`config.mk`:
```
export PLATFORM = sky130hd
export DESIGN_NAME = mlp_layer_sequencer
export DESIGN_NICKNAME = d
export VERILOG_FILES = /design/src/rtl/mlp_pkg.sv /design/src/rtl/mlp_wrap_counter.sv /design/src/rtl/mlp_layer_sequencer.sv
export SDC_FILE = /design/constraint.sdc
export NUM_CORES = 1
export LEC_CHECK = 0
export CORE_MARGIN = 10
export CORE_UTILIZATION = 48
export DETAILED_ROUTE_END_ITERATION = 12
export PLACE_DENSITY = 0.78
export SETUP_SLACK_MARGIN = 0.02
export SLEW_MARGIN = 30
export SYNTH_ARGS = -nofsm -noshare
export SYNTH_HDL_FRONTEND = slang
export SYNTH_SLANG_ARGS = --single-unit
```
`constraint.sdc`:
```
create_clock -name clk -period 5.61 [get_ports clk]
set_input_delay 0.8415 -clock clk [delete_from_list [all_inputs] [get_ports clk]]
set_output_delay 0.8415 -clock clk [all_outputs]
set_load 0.03 [all_outputs]
```
`src/rtl/mlp_pkg.sv`:
```
// Shared types and defaults for the MLP layer sequencer.
// Optional stall counter is enabled with MLP_SEQ_STALL_CNT_EN.
package mlp_pkg;

  typedef logic [1:0] adder_mode_t;

  localparam adder_mode_t ADD_CLR = 2'b00;
  localparam adder_mode_t ADD_NEW = 2'b01;
  localparam adder_mode_t ADD_ACC = 2'b10;
  localparam adder_mode_t ADD_FIN = 2'b11;

  typedef enum logic [1:0] {
    IDLE,
    RUN,
    DRAIN,
    DONE
  } seq_state_t;

  localparam int NUM_IMG_DEF      = 10;
  localparam int NUM_NEURON_DEF   = 200;
  localparam int NUM_CHUNK_DEF    = 8;
  localparam int CHUNK_STRIDE_DEF = 98;
  localparam int BYTE_BASE_DEF    = 1;
  localparam int PIPE_LAT_DEF     = 2;

  // Last chunk outranks first chunk so NUM_CHUNK=1 always finalises
  function automatic adder_mode_t mode_of(
    input logic chunk_last,
    input logic chunk_first,
    input logic neuron_first
  );
    adder_mode_t m;
    if (chunk_last)
      m = ADD_FIN;
    else if (chunk_first && neuron_first)
      m = ADD_CLR;
    else if (chunk_first)
      m = ADD_NEW;
    else
      m = ADD_ACC;
    return m;
  endfunction

endpackage

```
`src/rtl/mlp_wrap_counter.sv`:
```
// Counter running 1..MAX, wrapping to 1; clr forces 1.
// Used for chunk, neuron, image and drain timing.
module mlp_wrap_counter #(
  parameter int WIDTH = 4,
  parameter int MAX   = 8
) (
  input  logic             clk,
  input  logic             rst,
  input  logic             clr,
  input  logic             en,
  output logic [WIDTH-1:0] val,
  output logic             last
);

  logic [WIDTH-1:0] val_q;
  logic [WIDTH-1:0] val_d;

  assign last = (val_q == WIDTH'(MAX));
  assign val  = val_q;

  always_comb begin
    val_d = val_q;
    if (clr)
      val_d = WIDTH'(1);
    else if (en)
      val_d = last ? WIDTH'(1) : val_q + WIDTH'(1);
  end

  always_ff @(posedge clk) begin
    if (rst)
      val_q <= WIDTH'(1);
    else
      val_q <= val_d;
  end

endmodule

```
`src/rtl/mlp_layer_sequencer.sv`:
```
// Image > neuron > chunk address/mode sequencer for the MLP datapath.
// Define MLP_SEQ_STALL_CNT_EN to add the stall_cnt port and counter.
module mlp_layer_sequencer
  import mlp_pkg::*;
#(
  parameter int NUM_IMG      = NUM_IMG_DEF,
  parameter int NUM_NEURON   = NUM_NEURON_DEF,
  parameter int NUM_CHUNK    = NUM_CHUNK_DEF,
  parameter int CHUNK_STRIDE = CHUNK_STRIDE_DEF,
  parameter int BYTE_BASE    = BYTE_BASE_DEF,
  parameter int ADDR_W       = 10,
  parameter int IMG_W        = 4,
  parameter int NEU_W        = 8,
  parameter int PIPE_LAT     = PIPE_LAT_DEF
) (
  input  logic              clk,
  input  logic              rst,
  input  logic              start,
  input  logic              adder_ready,
  output logic [IMG_W-1:0]  img_addr,
  output logic [ADDR_W-1:0] byte_addr,
  output logic [NEU_W-1:0]  neuron_addr,
  output logic              mult_mode,
  output logic [1:0]        adder_mode,
  output logic              issue_valid,
  output logic              layer2_ready,
  output logic              busy,
  output logic              done
`ifdef MLP_SEQ_STALL_CNT_EN
  ,
  output logic [15:0]       stall_cnt
`endif
);

  localparam int CHK_W = $clog2(NUM_CHUNK + 1);
  localparam int DRN_W = $clog2(PIPE_LAT + 1);

  seq_state_t state_q;
  seq_state_t state_d;

  logic [ADDR_W-1:0] byte_q;
  logic [ADDR_W-1:0] byte_d;

  logic [CHK_W-1:0] chunk_val;
  logic [DRN_W-1:0] drain_val_unused;
  logic chunk_last;
  logic neuron_last;
  logic img_last;
  logic drain_last;

  logic in_run;
  logic in_drain;
  logic advance;
  logic start_run;
  logic img_en;

  assign in_run    = (state_q == RUN);
  assign in_drain  = (state_q == DRAIN);
  assign advance   = in_run & adder_ready;
  assign start_run = (state_q == IDLE) & start;
  assign img_en    = in_drain & drain_last & ~img_last;

  mlp_wrap_counter #(.WIDTH(CHK_W), .MAX(NUM_CHUNK)) u_chunk (
    .clk  (clk),
    .rst  (rst),
    .clr  (start_run),
    .en   (advance),
    .val  (chunk_val),
    .last (chunk_last)
  );

  mlp_wrap_counter #(.WIDTH(NEU_W), .MAX(NUM_NEURON)) u_neuron (
    .clk  (clk),
    .rst  (rst),
    .clr  (start_run),
    .en   (advance & chunk_last),
    .val  (neuron_addr),
    .last (neuron_last)
  );

  mlp_wrap_counter #(.WIDTH(IMG_W), .MAX(NUM_IMG)) u_img (
    .clk  (clk),
    .rst  (rst),
    .clr  (start_run | (state_q == DONE)),
    .en   (img_en),
    .val  (img_addr),
    .last (img_last)
  );

  // Held at 1 outside DRAIN so every drain lasts exactly PIPE_LAT cycles
  mlp_wrap_counter #(.WIDTH(DRN_W), .MAX(PIPE_LAT)) u_drain (
    .clk  (clk),
    .rst  (rst),
    .clr  (~in_drain),
    .en   (in_drain),
    .val  (drain_val_unused),
    .last (drain_last)
  );

  always_comb begin
    state_d = state_q;
    unique case (state_q)
      IDLE:  if (start) state_d = RUN;
      RUN: begin
        if (advance && chunk_last && neuron_last)
          state_d = DRAIN;
      end
      DRAIN: begin
        if (drain_last)
          state_d = img_last ? DONE : RUN;
      end
      DONE:  state_d = IDLE;
      default: state_d = IDLE;
    endcase
  end

  // Byte offset stepped by addition only
  always_comb begin
    byte_d = byte_q;
    if (start_run)
      byte_d = ADDR_W'(BYTE_BASE);
    else if (advance)
      byte_d = chunk_last ? ADDR_W'(BYTE_BASE)
                          : byte_q + ADDR_W'(CHUNK_STRIDE);
  end

  always_ff @(posedge clk) begin
    if (rst) begin
      state_q <= IDLE;
      byte_q  <= ADDR_W'(BYTE_BASE);
    end else begin
      state_q <= state_d;
      byte_q  <= byte_d;
    end
  end

  assign byte_addr    = byte_q;
  assign issue_valid  = in_run;
  assign busy         = in_run | in_drain;
  assign layer2_ready = in_drain & drain_last;
  assign done         = (state_q == DONE);
  assign mult_mode    = ~(in_run & chunk_last);
  assign adder_mode   = in_run
    ? mode_of(chunk_last,
              chunk_val == CHK_W'(1),
              neuron_addr == NEU_W'(1))
    : ADD_CLR;

`ifdef MLP_SEQ_STALL_CNT_EN
  logic [15:0] stall_q;
  logic [15:0] stall_d;

  always_comb begin
    stall_d = stall_q;
    if (start_run)
      stall_d = '0;
    else if (in_run && !adder_ready && stall_q != 16'hFFFF)
      stall_d = stall_q + 16'd1;
  end

  always_ff @(posedge clk) begin
    if (rst)
      stall_q <= '0;
    else
      stall_q <= stall_d;
  end

  assign stall_cnt = stall_q;
`endif

endmodule

```
==> flow_summary.ini <==
[clocking]
cts.reportedPaths.clkPinSlew_ns = 0.09
worst_skew_pair.late_latency_ns = 0.34
ctsResizeCount = 0
num_clock_sinks = 30
cts-hold-fix-buffers = 0
tritoncts = yes
setup_bufs_post_cts = 0
bufs_on_longest_clock_path = 2
cts_made_buffers = 5
ctsRootBufferMaster = sky130_fd_sc_hd__clkbuf_4
ctsHtreeMaxLevel = 2

[pwr]
p_per_area_nw_per_um2 = 275
fin_total_pwr_mw = 0.523
vdd.ir_drop.worst_mv = 0.131
power_leakage_nw = 0.749

[critical_path]
slowest_cp_cell = sky130_fd_sc_hd__clkdlybuf4s50_1
critPathCaptureType = output pin
setup.worst_path.class = reg2out
critical_path_required_ns = 4.77
cp_cell_sequence = inv_1, ha_1, and4b_1, inv_4, nand2_1, clkdlybuf4s50_1
cp-start-kind = flop
slowest_delay_ns = 0.67
worst-endpoint-arrival_ns = 2.39
crit_path_max_fanout = 9

[global_route]
grt_antenna_before_repair = 0
first_pass_grt_wire_length_um = 5720
maximum_number_of_pins_on_one_net_before_global_route_repair = 13
number_of_global_route_vias_before_repair = 1252
globalRouteOverflowTotal = 0
total_routing_usage_reported_by_global_routing_pct = 11.9

[timing]
timing.max_slew.rel_slack_pct = 69.7
finalSetupViolations = 0
timing.hold.ws_ns = 0.449
timing.final.crit_share_pct = 57.6
timing_worst_slew_pin_value_ns = 0.449
fin_skew_ns = 0.00608
max_clock_freq_ghz = 0.310
hold_viol = 0
rsz_0062_raised_after_global_routing = no
drv_slew = 0
fin_crit_ns = 3.23
setup-tns-final_ns = 0

[cells_and_area]
footprint_of_the_flip_flops_and_latches_um2 = 601
drive_above_1_share_pct = 6.44
fillCellCount = 262
multi_input_area_um2 = 835
area.growth.synth_to_final_pct = 26.7
antenna-diode-count = 0
num-nets-final = 218

[synthesis]
post_synth.cell_area_avg_um2 = 8.99
synth-compound-area-share_pct = 9.83
dominant_combinational_cell_family_by_area_after_synthesis = simple AND/OR/NAND/NOR gates
yosys_warnings = 0
post_synth_xor_area_fraction_pct = 11.7
post_synthesis_sequential_area_ratio_pct = 40.0
synthDistinctLibCells = 38
synth_cells = 167
postSynthRegisterBits = 30
synth_adder_area_share_pct = 10.0
synthesis.area_um2 = 1500
post_synth_and_or_nand_nor_area_fraction_pct = 24.1
syn-num-nets = 183
yosys-mux-area-fraction_pct = 0

[detailed_routing]
route.final.wire_length_um = 3430
drc = 0
detail_route.vias_per_cell = 5.14
vias = 1264
drt_pass1_iterations = 4
detail_route.iter0.violations = 78
postRouteAntennaNets = 0
drt-wirelength-per-cell_um = 13.9

[die]
width_of_the_die_um = 75.9
dieArea_um2 = 5770
floorplan.die.height_um = 75.9
start_util_pct = 49.6
std_cell_rows = 20
pin_count = 33
fp.coreArea_um2 = 3030

[worst_hold_path]
hp-class = reg2reg

[outcome]
outcome = finished, final reports clean

[place]
numPortBuffers = 32
hpwl_after_dpl_um = 2610
gp_routability_congestion = 0.829

[flow_run]
max_cap_viol_count = 0
-- final timing paths --
path                     start       endpoint  slack (ns)  cells after the start
setup reg to reg    state_q[1]     state_q[0]        3.22                      7
setup / recovery    state_q[1]  adder_mode[0]        2.38                      6
hold / removal    byte_addr[0]   byte_addr[0]        0.45                      1
hold reg to reg   byte_addr[0]   byte_addr[0]        0.45                      1
-- metrics by stage --
stage,area (µm²),util [%],setup slack [ns],instances
2_1_floorplan,1500,-,3.10,167
3_3_place_gp,1850,61.2,2.85,239
3_5_place_dp,1850,61.2,2.76,239
4_1_cts,1900,62.8,2.37,246
5_1_grt,1900,62.8,2.27,246
6_report,1900,62.8,2.38,246
-- layout make-up --
type,instances,share of cell area [%]
multi-input combinational,122,43.9
inverter,11,2.30
timing repair buffer,32,16.8
tap,44,2.89
clock inverter,2,0.526
sequential,30,31.6
clock buffer,5,1.97
-- registers in the layout, summed over array words and instances, names as in the netlist --
signal	cells
u_chunk.val	4
byte_addr	10
u_img.val	4
state_q	2
u_neuron.val	8
u_drain.val	2
-- kinds of logic (layout without fill, tap and decap cells) --
logic type               after synthesis  count (layout)
AND/OR/NAND/NOR                       71              71
flip-flops                            30              30
XOR/XNOR                              20              20
AO/OA/AOI/OAI                         19              19
buffers and inverters                 15              50
adder cells (fa/ha/maj)               12              12
-- layout by cell type (no fill, tap or decap), drive strengths merged, types with 2 or more instances in the layout --
cell	instances
clkdlybuf4s50	32
dfxtp	30
nor2	20
nand2	16
xor2	15
ha	12
inv	11
nand4	10
a21oi	5
xnor2	5
clkbuf	5
nand3	4
or3	3
and2	3
nand2b	3
o211ai	2
or2	2
nor3	2
a311o	2
clkinv	2
o21ai	2
o41ai	2
-- per-layer routing --
| metal | vias to the layer above | routed length, µm | global-route usage, % |
|---|---|---|---|
| li1 | 639 | - | - |
| met1 | 583 | 1500 | 12.5 |
| met2 | 33 | 1570 | 19.0 |
| met3 | 9 | 262 | 5.90 |
| met4 | 0 | 96 | 6.63 |
| met5 | - | 0 | 0 |
-- power breakdown --
| part | total (mW) | leakage [nW] | switching, mW | internal [mW] |
|---|---|---|---|---|
| registers | 0.240 | 0.242 | 0.0137 | 0.226 |
| clock network | 0.119 | 0.0308 | 0.0743 | 0.0449 |
| logic | 0.163 | 0.476 | 0.100 | 0.0633 |
| total | 0.523 | 0.749 | 0.188 | 0.335 |
-- worst max-delay path, delay by kind of cell, from the launching register on --
family / cells / cell delay [ns]
buffers and inverters: 3 / 0.85
and+or+nand+nor: 2 / 0.56
DFF: 1 / 0.35
adders and majority gates: 1 / 0.31
-- cells in the mapped netlist (all sizes together) --
| library cell | number | area, µm² |
|---|---|---|
| dfxtp | 30 | 601 |
| nor2 | 20 | 75.1 |
| nand2 | 16 | 60.1 |
| xor2 | 15 | 131 |
| ha | 12 | 150 |
| inv | 11 | 43.8 |
| nand4 | 10 | 62.6 |
| a21oi | 5 | 25.0 |
| xnor2 | 5 | 43.8 |
| nand3 | 4 | 20.0 |
| and2 | 3 | 18.8 |
| clkbuf | 3 | 11.3 |
| nand2b | 3 | 18.8 |
| or3 | 3 | 18.8 |
| a311o | 2 | 20.0 |
| nor3 | 2 | 10.0 |
| o211ai | 2 | 15.0 |
| o21ai | 2 | 13.8 |
| o41ai | 2 | 25.0 |
| or2 | 2 | 12.5 |
| a211o | 1 | 8.76 |
| a21boi | 1 | 7.51 |
| a21o | 1 | 7.51 |
| a221oi | 1 | 8.76 |
| a31oi | 1 | 6.26 |
| a41o | 1 | 10.0 |
| and3 | 1 | 6.26 |
| and3b | 1 | 8.76 |
| and4 | 1 | 8.76 |
| and4b | 1 | 10.0 |
| buf | 1 | 11.3 |
| nand3b | 1 | 7.51 |
| nor2b | 1 | 6.26 |
| nor3b | 1 | 7.51 |
| or4b | 1 | 10.0 |
Power figures use the tool's default switching activity.
